**src/rtl/mac_pkg.sv**
```systemverilog
// ============================================================================
// mac_pkg : opcode/state encodings and shared constants for mac and mac_seq
// Revision: 1.0
// ============================================================================
`default_nettype none

package mac_pkg;

   typedef enum logic [1:0] {
      MADD = 2'b00,
      MSUB = 2'b01,
      MMUL = 2'b10
   } op_e;

   localparam logic [1:0] OP_ILLEGAL = 2'b11;

   typedef enum logic [1:0] {
      LOAD_A = 2'b00,
      LOAD_B = 2'b01,
      EXEC   = 2'b10,
      DRAIN  = 2'b11
   } state_e;

   localparam int BEATS_PER_MAT = 3;
   localparam int ELEM_W        = 8;

endpackage

`default_nettype wire

```
**src/rtl/mac.sv**
```systemverilog
// ============================================================================
// mac : combinational 3x3 matrix add / subtract / multiply, modulo 2^VAR_WIDTH
// Revision: 1.0
// ============================================================================
`default_nettype none

module mac
   import mac_pkg::*;
#(
   parameter int DATA_WIDTH = 72,
   parameter int MAT_SIZE   = 3,
   parameter int VAR_WIDTH  = 8
) (
   input  logic [DATA_WIDTH-1:0] a_i,
   input  logic [DATA_WIDTH-1:0] b_i,
   input  logic [1:0]            op_i,
   output logic [DATA_WIDTH-1:0] result_o
);

   logic [VAR_WIDTH-1:0] a_m [MAT_SIZE][MAT_SIZE];
   logic [VAR_WIDTH-1:0] b_m [MAT_SIZE][MAT_SIZE];

   // Element [r][c] sits at the MSB end for r = c = 0 (row-major, big-endian).
   for (genvar r = 0; r < MAT_SIZE; r++) begin : g_row
      for (genvar c = 0; c < MAT_SIZE; c++) begin : g_col
         localparam int HI = DATA_WIDTH - 1 - (r * MAT_SIZE + c) * VAR_WIDTH;

         logic [VAR_WIDTH-1:0] dot;
         logic [VAR_WIDTH-1:0] res_e;

         assign a_m[r][c] = a_i[HI -: VAR_WIDTH];
         assign b_m[r][c] = b_i[HI -: VAR_WIDTH];

         always_comb begin
            dot = '0;
            for (int k = 0; k < MAT_SIZE; k++) begin
               dot = dot + a_m[r][k] * b_m[k][c];
            end
         end

         always_comb begin
            res_e = '0;
            case (op_i)
               MADD:    res_e = a_m[r][c] + b_m[r][c];
               MSUB:    res_e = a_m[r][c] - b_m[r][c];
               MMUL:    res_e = dot;
               default: res_e = '0;
            endcase
         end

         assign result_o[HI -: VAR_WIDTH] = res_e;
      end
   end

endmodule

`default_nettype wire

```
**src/rtl/mac_seq.sv**
```systemverilog
// ============================================================================
// mac_seq : 32-bit stream sequencer around mac (load A, load B, exec, drain).
// Optional macro MAC_SEQ_PERF_EN adds the ops_done_o completed-op counter.
// Revision: 1.0
// ============================================================================
`default_nettype none

module mac_seq
   import mac_pkg::*;
#(
   parameter int DATA_WIDTH = 72,
   parameter int MAT_SIZE   = 3,
   parameter int VAR_WIDTH  = 8,
   parameter int BUS_WIDTH  = 32
) (
   input  logic                 clk_i,
   input  logic                 rst_i,
   input  logic                 in_valid_i,
   output logic                 in_ready_o,
   input  logic [BUS_WIDTH-1:0] in_data_i,
   input  logic [1:0]           op_i,
   output logic                 out_valid_o,
   input  logic                 out_ready_i,
   output logic [BUS_WIDTH-1:0] out_data_o,
   output logic                 out_last_o,
   output logic                 busy_o,
   output logic                 err_o
`ifdef MAC_SEQ_PERF_EN
   ,
   output logic [15:0]          ops_done_o
`endif
);

   localparam logic [1:0] LAST_BEAT = 2'(BEATS_PER_MAT - 1);

   state_e                state;
   logic [1:0]            beat_cnt;
   logic [DATA_WIDTH-1:0] a_q;
   logic [DATA_WIDTH-1:0] b_q;
   logic [1:0]            op_q;
   logic [DATA_WIDTH-1:0] res_q;
   logic [DATA_WIDTH-1:0] mac_res;
   logic                  in_fire;
   logic                  out_fire;

   // Beats 0/1 fill whole bus words from the MSB end; beat 2 carries one element.
   function automatic logic [DATA_WIDTH-1:0] load_beat(
      input logic [DATA_WIDTH-1:0] cur,
      input logic [1:0]            idx,
      input logic [BUS_WIDTH-1:0]  data
   );
      logic [DATA_WIDTH-1:0] r;
      r = cur;
      case (idx)
         2'd0:    r[DATA_WIDTH-1 -: BUS_WIDTH]           = data;
         2'd1:    r[DATA_WIDTH-BUS_WIDTH-1 -: BUS_WIDTH] = data;
         default: r[VAR_WIDTH-1:0]                       = data[VAR_WIDTH-1:0];
      endcase
      return r;
   endfunction

   mac #(
      .DATA_WIDTH (DATA_WIDTH),
      .MAT_SIZE   (MAT_SIZE),
      .VAR_WIDTH  (VAR_WIDTH)
   ) u_mac (
      .a_i      (a_q),
      .b_i      (b_q),
      .op_i     (op_q),
      .result_o (mac_res)
   );

   assign in_fire  = in_valid_i && in_ready_o;
   assign out_fire = out_valid_o && out_ready_i;
   assign busy_o   = (state != LOAD_A) || (beat_cnt != 2'd0);

   always_ff @(posedge clk_i) begin
      if (rst_i) begin
         state       <= LOAD_A;
         beat_cnt    <= '0;
         a_q         <= '0;
         b_q         <= '0;
         op_q        <= '0;
         res_q       <= '0;
         in_ready_o  <= 1'b1;
         out_valid_o <= 1'b0;
         out_data_o  <= '0;
         out_last_o  <= 1'b0;
         err_o       <= 1'b0;
      end else begin
         case (state)
            LOAD_A, LOAD_B: begin
               if (in_fire) begin
                  if (state == LOAD_A) begin
                     a_q <= load_beat(a_q, beat_cnt, in_data_i);
                     if (beat_cnt == 2'd0) begin
                        op_q <= op_i;
                        if (op_i == OP_ILLEGAL) err_o <= 1'b1;
                     end
                  end else begin
                     b_q <= load_beat(b_q, beat_cnt, in_data_i);
                  end
                  if (beat_cnt == LAST_BEAT) begin
                     beat_cnt <= '0;
                     if (state == LOAD_A) begin
                        state <= LOAD_B;
                     end else begin
                        state      <= EXEC;
                        in_ready_o <= 1'b0;
                     end
                  end else begin
                     beat_cnt <= beat_cnt + 2'd1;
                  end
               end
            end
            EXEC: begin
               res_q       <= mac_res;
               out_data_o  <= mac_res[DATA_WIDTH-1 -: BUS_WIDTH];
               out_valid_o <= 1'b1;
               state       <= DRAIN;
            end
            DRAIN: begin
               if (out_fire) begin
                  case (beat_cnt)
                     2'd0: begin
                        out_data_o <= res_q[DATA_WIDTH-BUS_WIDTH-1 -: BUS_WIDTH];
                        beat_cnt   <= 2'd1;
                     end
                     2'd1: begin
                        out_data_o <= {res_q[VAR_WIDTH-1:0], {(BUS_WIDTH-VAR_WIDTH){1'b0}}};
                        out_last_o <= 1'b1;
                        beat_cnt   <= 2'd2;
                     end
                     default: begin
                        out_data_o  <= '0;
                        out_last_o  <= 1'b0;
                        out_valid_o <= 1'b0;
                        in_ready_o  <= 1'b1;
                        beat_cnt    <= '0;
                        state       <= LOAD_A;
                     end
                  endcase
               end
            end
            default: state <= LOAD_A;
         endcase
      end
   end

`ifdef MAC_SEQ_PERF_EN
   always_ff @(posedge clk_i) begin
      if (rst_i) begin
         ops_done_o <= '0;
      end else if (state == DRAIN && out_fire && beat_cnt == 2'd2) begin
         ops_done_o <= ops_done_o + 16'd1;
      end
   end
`endif

endmodule

`default_nettype wire

```
**config.mk**
```make
export PLATFORM = sky130hd
export DESIGN_NAME = mac_seq
export DESIGN_NICKNAME = d
export VERILOG_FILES = /design/src/rtl/mac_pkg.sv /design/src/rtl/mac.sv /design/src/rtl/mac_seq.sv
export SDC_FILE = /design/constraint.sdc
export NUM_CORES = 2
export LEC_CHECK = 0
export BUFFER_PORTS_ARGS = -buffer_cell sky130_fd_sc_hd__buf_2
export CAP_MARGIN = 15
export CORE_MARGIN = 3
export CORE_UTILIZATION = 55
export CTS_CLUSTER_DIAMETER = 30
export CTS_CLUSTER_SIZE = 25
export DETAILED_ROUTE_END_ITERATION = 10
export GPL_TIMING_DRIVEN = 1
export PLACE_DENSITY = 0.69
export SYNTH_ARGS = -nofsm -noshare
export SYNTH_HDL_FRONTEND = slang
export SYNTH_SLANG_ARGS = --single-unit
```
**constraint.sdc**
```tcl
create_clock -name clk_i -period 14.8 [get_ports clk_i]
set_input_delay 2.96 -clock clk_i [delete_from_list [all_inputs] [get_ports clk_i]]
set_output_delay 2.96 -clock clk_i [all_outputs]
set_load 0.05 [all_outputs]
```
==> results.sh <==
export IMPL_synth_ff_latch_count=226
export IMPL_cts_setup_buffers=0
export IMPL_p_switching_uw=1400
export IMPL_regToRegStartpoint="b_q[50]"
export IMPL_fin_util_pct=60.5
export IMPL_crit_type="register to register"
export IMPL_cts_root_buffer_cell="sky130_fd_sc_hd__clkbuf_16"
export IMPL_synth_yosys_seq_area_share_pct=11.5
export IMPL_avgSynthCellArea_um2=8.15
export IMPL_mostFrequentLayoutCell="sky130_fd_sc_hd__nand2_1"
export IMPL_async_flop_share_pct=0
export IMPL_grt_pass1_wl_um=214000
export IMPL_cts_inserted_buffers=57
export IMPL_status="complete, no violations"
export IMPL_worst_endpoint_arrival_ps=7130
export IMPL_r2r_end="res_q[31]"
export IMPL_sw_ratio_pct=43.3
export IMPL_cts_hold_fix_buffers=0
export IMPL_postSynthCellCount=4837
export IMPL_wl_met1_um=52000
export IMPL_die_width_um=274
export IMPL_fin_hold_ws_ps=441
export IMPL_period_minus_slack_ps=6590
export IMPL_area_delta_synth_final_pct=8.18
export IMPL_total_of_max_cap_violations=0
export IMPL_portion_of_synthesized_cell_area_occupied_by_the_leading_cell_type_pct=24.2
export IMPL_highest_layer="met5"
export IMPL_setup_violations=0
export IMPL_globalplace_congestion=1.01
export IMPL_clk_buf_depth=3
export IMPL_drt_pass_1_iters=6
export IMPL_power_ir_vdd_worst_v=0.000105
export IMPL_slew_limit_headroom_pct=14.1
export IMPL_clockPowerShare_pct=39.7
export IMPL_placement_rows=97
export IMPL_postRouteAntennaNets=0
export IMPL_power_density_nw_per_um2=75.6
export IMPL_hold_path_end="err_o"
export IMPL_detailroute_via_count=34000
export IMPL_layout_nets=5827
export IMPL_total_power_uw=3220
export IMPL_wl_met3_um=19300
export IMPL_hold_class="register to register"
export IMPL_layout_drive_gt1_share_pct=6.21
export IMPL_fmax_ghz=0.152
export IMPL_netlist_cell_type_count=56
export IMPL_yosysWarnings=0
export IMPL_drc=0
export IMPL_floorplan_initialDensity_pct=55.9
export IMPL_reg2reg_slack_ps=8210
export IMPL_grt_remaining_overflow=0
export IMPL_timing_clock_skew_ps=91.2
export IMPL_static_leakage_power_uw=0.0191
export IMPL_detail_route_iter0_violations=3925
export IMPL_buffers_added_on_ports=74
export IMPL_timing_hold_worst_start="err_o"
export IMPL_die_height_um=274
export IMPL_synthTopCellsByArea="sky130_fd_sc_hd__fa_1 (24%), sky130_fd_sc_hd__ha_1 (17%), sky130_fd_sc_hd__dfxtp_1 (11%)"
export IMPL_worstPathRequired_ps=15330
export IMPL_h_tree_depth=2
export IMPL_synth_area_leader_cell="sky130_fd_sc_hd__fa_1"
export IMPL_detail_route_vias_per_cell=5.89
export IMPL_timing_hold_worst_path_depth=2
export IMPL_synth_main_ff_cell="sky130_fd_sc_hd__dfxtp_1"
export IMPL_comb_power_share_pct=33.6
export IMPL_dieArea_um2=74900
export IMPL_clk_insertion_delay_late_ps=640
export IMPL_synth_area_um2=39400
export IMPL_met2RoutedLength_um=60000
export IMPL_worst_setup_path_start_kind="register"
export IMPL_grt_total_usage_pct=38.5
export IMPL_min_period_over_period_pct=44.6
export IMPL_synth_edff_count=0
export IMPL_setup_total_negative_slack_ps=0
export IMPL_rsz_0062_raised_after_global_routing="no"
export IMPL_cts_tree="yes"
export IMPL_antenna_found_initial=14
export IMPL_tightest_slew_ps=1270
export IMPL_share_seq_of_total_power_pct=26.7
export IMPL_worstSetupEndpointType="register"
export IMPL_mostFrequentLayoutCells="sky130_fd_sc_hd__nand2_1 (849), sky130_fd_sc_hd__inv_1 (733), sky130_fd_sc_hd__ha_1 (528)"
export IMPL_design_portCount=75
export IMPL_core_region_area_um2=70500
export IMPL_slew_viol_final=0
export IMPL_grt_max_degree=92
export IMPL_clock_sinks=226
export IMPL_hold_viol_final=0
export IMPL_r2r_worst_path_cells=20
export IMPL_cts_resized=0
export IMPL_place_hpwl_um=102000
export IMPL_power_report_internal_total_uw=1830
export IMPL_cp_max_fo=22
export IMPL_wire_per_inst_um=24.6
export IMPL_clk_pin_slew_ps=50
export IMPL_number_of_global_route_vias_before_repair=34300
export IMPL_synth_nets=5881
export IMPL_detail_route_wirelength_um=142000
[cell families (layout without fill, tap and decap cells)]
family / Yosys count / count (layout) / synth area share (%)
fa+ha+maj: 1006 / 1006 / 41.0
simple gates: 1564 / 1564 / 17.9
compound gates: 486 / 486 / 7.44
xor+xnor: 512 / 512 / 11.7
flops: 226 / 226 / 11.5
other cells: 0 / 3 / 0
buf+inv: 1024 / 1018 / 9.90
mux: 19 / 19 / 0.489
[power by group through the flow]
stage,clock network [µW],logic [µW],registers (µW)
2_1_floorplan,0,662,791
3_3_place_gp,0,1020,858
3_5_place_dp,0,1030,859
4_1_cts,1280,1040,849
5_1_grt,1310,1140,861
6_report,1280,1080,861
[stage by stage]
stage	std cells	instance area [µm²]	worst slack [ps]
after global routing	5771	42600	7990
final	5774	42600	8210
after detailed placement	5664	40600	8270
after global placement	5663	40600	8400
after floorplan	4837	39400	8620
after CTS	5771	42600	8280
[metal layers]
metal  GRT usage (%)  up-vias
met5               0        -
met4            23.3       10
met3            11.0      614
met2            58.3     2243
met1            48.7    16300
li1                -    14800
[sequential cells by signal, summed over array words and instances, names as in the netlist]
signal,count
err_o,1
out_valid_o,1
a_q,72
beat_cnt,2
out_last_o,1
out_data_o,32
op_q,2
res_q,40
b_q,72
in_ready_o,1
state,2
[Yosys cell counts (7+ instances only)]
master,number
sky130_fd_sc_hd__inv_1,733
sky130_fd_sc_hd__xor2_1,98
sky130_fd_sc_hd__nor3_1,41
sky130_fd_sc_hd__fa_1,477
sky130_fd_sc_hd__o21ai_0,69
sky130_fd_sc_hd__buf_2,34
sky130_fd_sc_hd__o221ai_1,15
sky130_fd_sc_hd__and2_1,404
sky130_fd_sc_hd__nor2b_1,21
sky130_fd_sc_hd__a22oi_1,9
sky130_fd_sc_hd__a21o_1,33
sky130_fd_sc_hd__mux2i_1,17
sky130_fd_sc_hd__dfxtp_1,226
sky130_fd_sc_hd__nand2_1,850
sky130_fd_sc_hd__xnor2_1,403
sky130_fd_sc_hd__a21boi_0,7
sky130_fd_sc_hd__ha_1,529
sky130_fd_sc_hd__o21a_1,13
sky130_fd_sc_hd__nand3_1,12
sky130_fd_sc_hd__a21oi_1,236
sky130_fd_sc_hd__clkbuf_1,237
sky130_fd_sc_hd__a211oi_1,24
sky130_fd_sc_hd__a31oi_1,22
sky130_fd_sc_hd__and3_1,11
sky130_fd_sc_hd__a221oi_1,19
sky130_fd_sc_hd__nor2_1,213
sky130_fd_sc_hd__buf_1,14
sky130_fd_sc_hd__xnor3_1,9
[critical path, stage by stage, from the launching register on]
cell and delay [ps]:
sky130_fd_sc_hd__dfxtp_1 1060, sky130_fd_sc_hd__nand2_1 160, sky130_fd_sc_hd__fa_1 510, sky130_fd_sc_hd__fa_1 530, sky130_fd_sc_hd__fa_1 550, sky130_fd_sc_hd__inv_1 50
sky130_fd_sc_hd__fa_1 480, sky130_fd_sc_hd__fa_1 510, sky130_fd_sc_hd__fa_1 510, sky130_fd_sc_hd__inv_1 50, sky130_fd_sc_hd__fa_1 470, sky130_fd_sc_hd__inv_1 40
sky130_fd_sc_hd__ha_1 290, sky130_fd_sc_hd__nor2b_1 160, sky130_fd_sc_hd__o21a_1 160, sky130_fd_sc_hd__nor2_1 160, sky130_fd_sc_hd__xnor2_1 160, sky130_fd_sc_hd__xnor2_1 170
sky130_fd_sc_hd__xnor2_1 140, sky130_fd_sc_hd__a21oi_1 90, sky130_fd_sc_hd__a211oi_1 240
[area by class of cell]
| type | count | area [µm²] |
|---|---|---|
| diodes | 3 | 7.51 |
| clock buffers | 71 | 1550 |
| clock inverters | 36 | 439 |
| fillers | 6283 | 27900 |
| inverters | 734 | 2760 |
| multi-input cells | 3587 | 31000 |
| flip-flops and latches | 226 | 4530 |
| well taps | 940 | 1180 |
| repair buffers | 177 | 1150 |
[worst max-delay path by stage]
stage / start / to / slack (ps) / depth (start not counted)
6_report: b_q[50] / res_q[31] / 8210 / 20
5_1_grt: b_q[50] / res_q[7] / 7990 / 20
4_1_cts: b_q[50] / res_q[31] / 8280 / 20
3_5_place_dp: b_q[50] / res_q[31] / 8270 / 20
3_3_place_gp: b_q[50] / res_q[7] / 8400 / 20
2_1_floorplan: b_q[64] / out_data_o[31] / 8620 / 21
(Power assumes the default switching activity.)
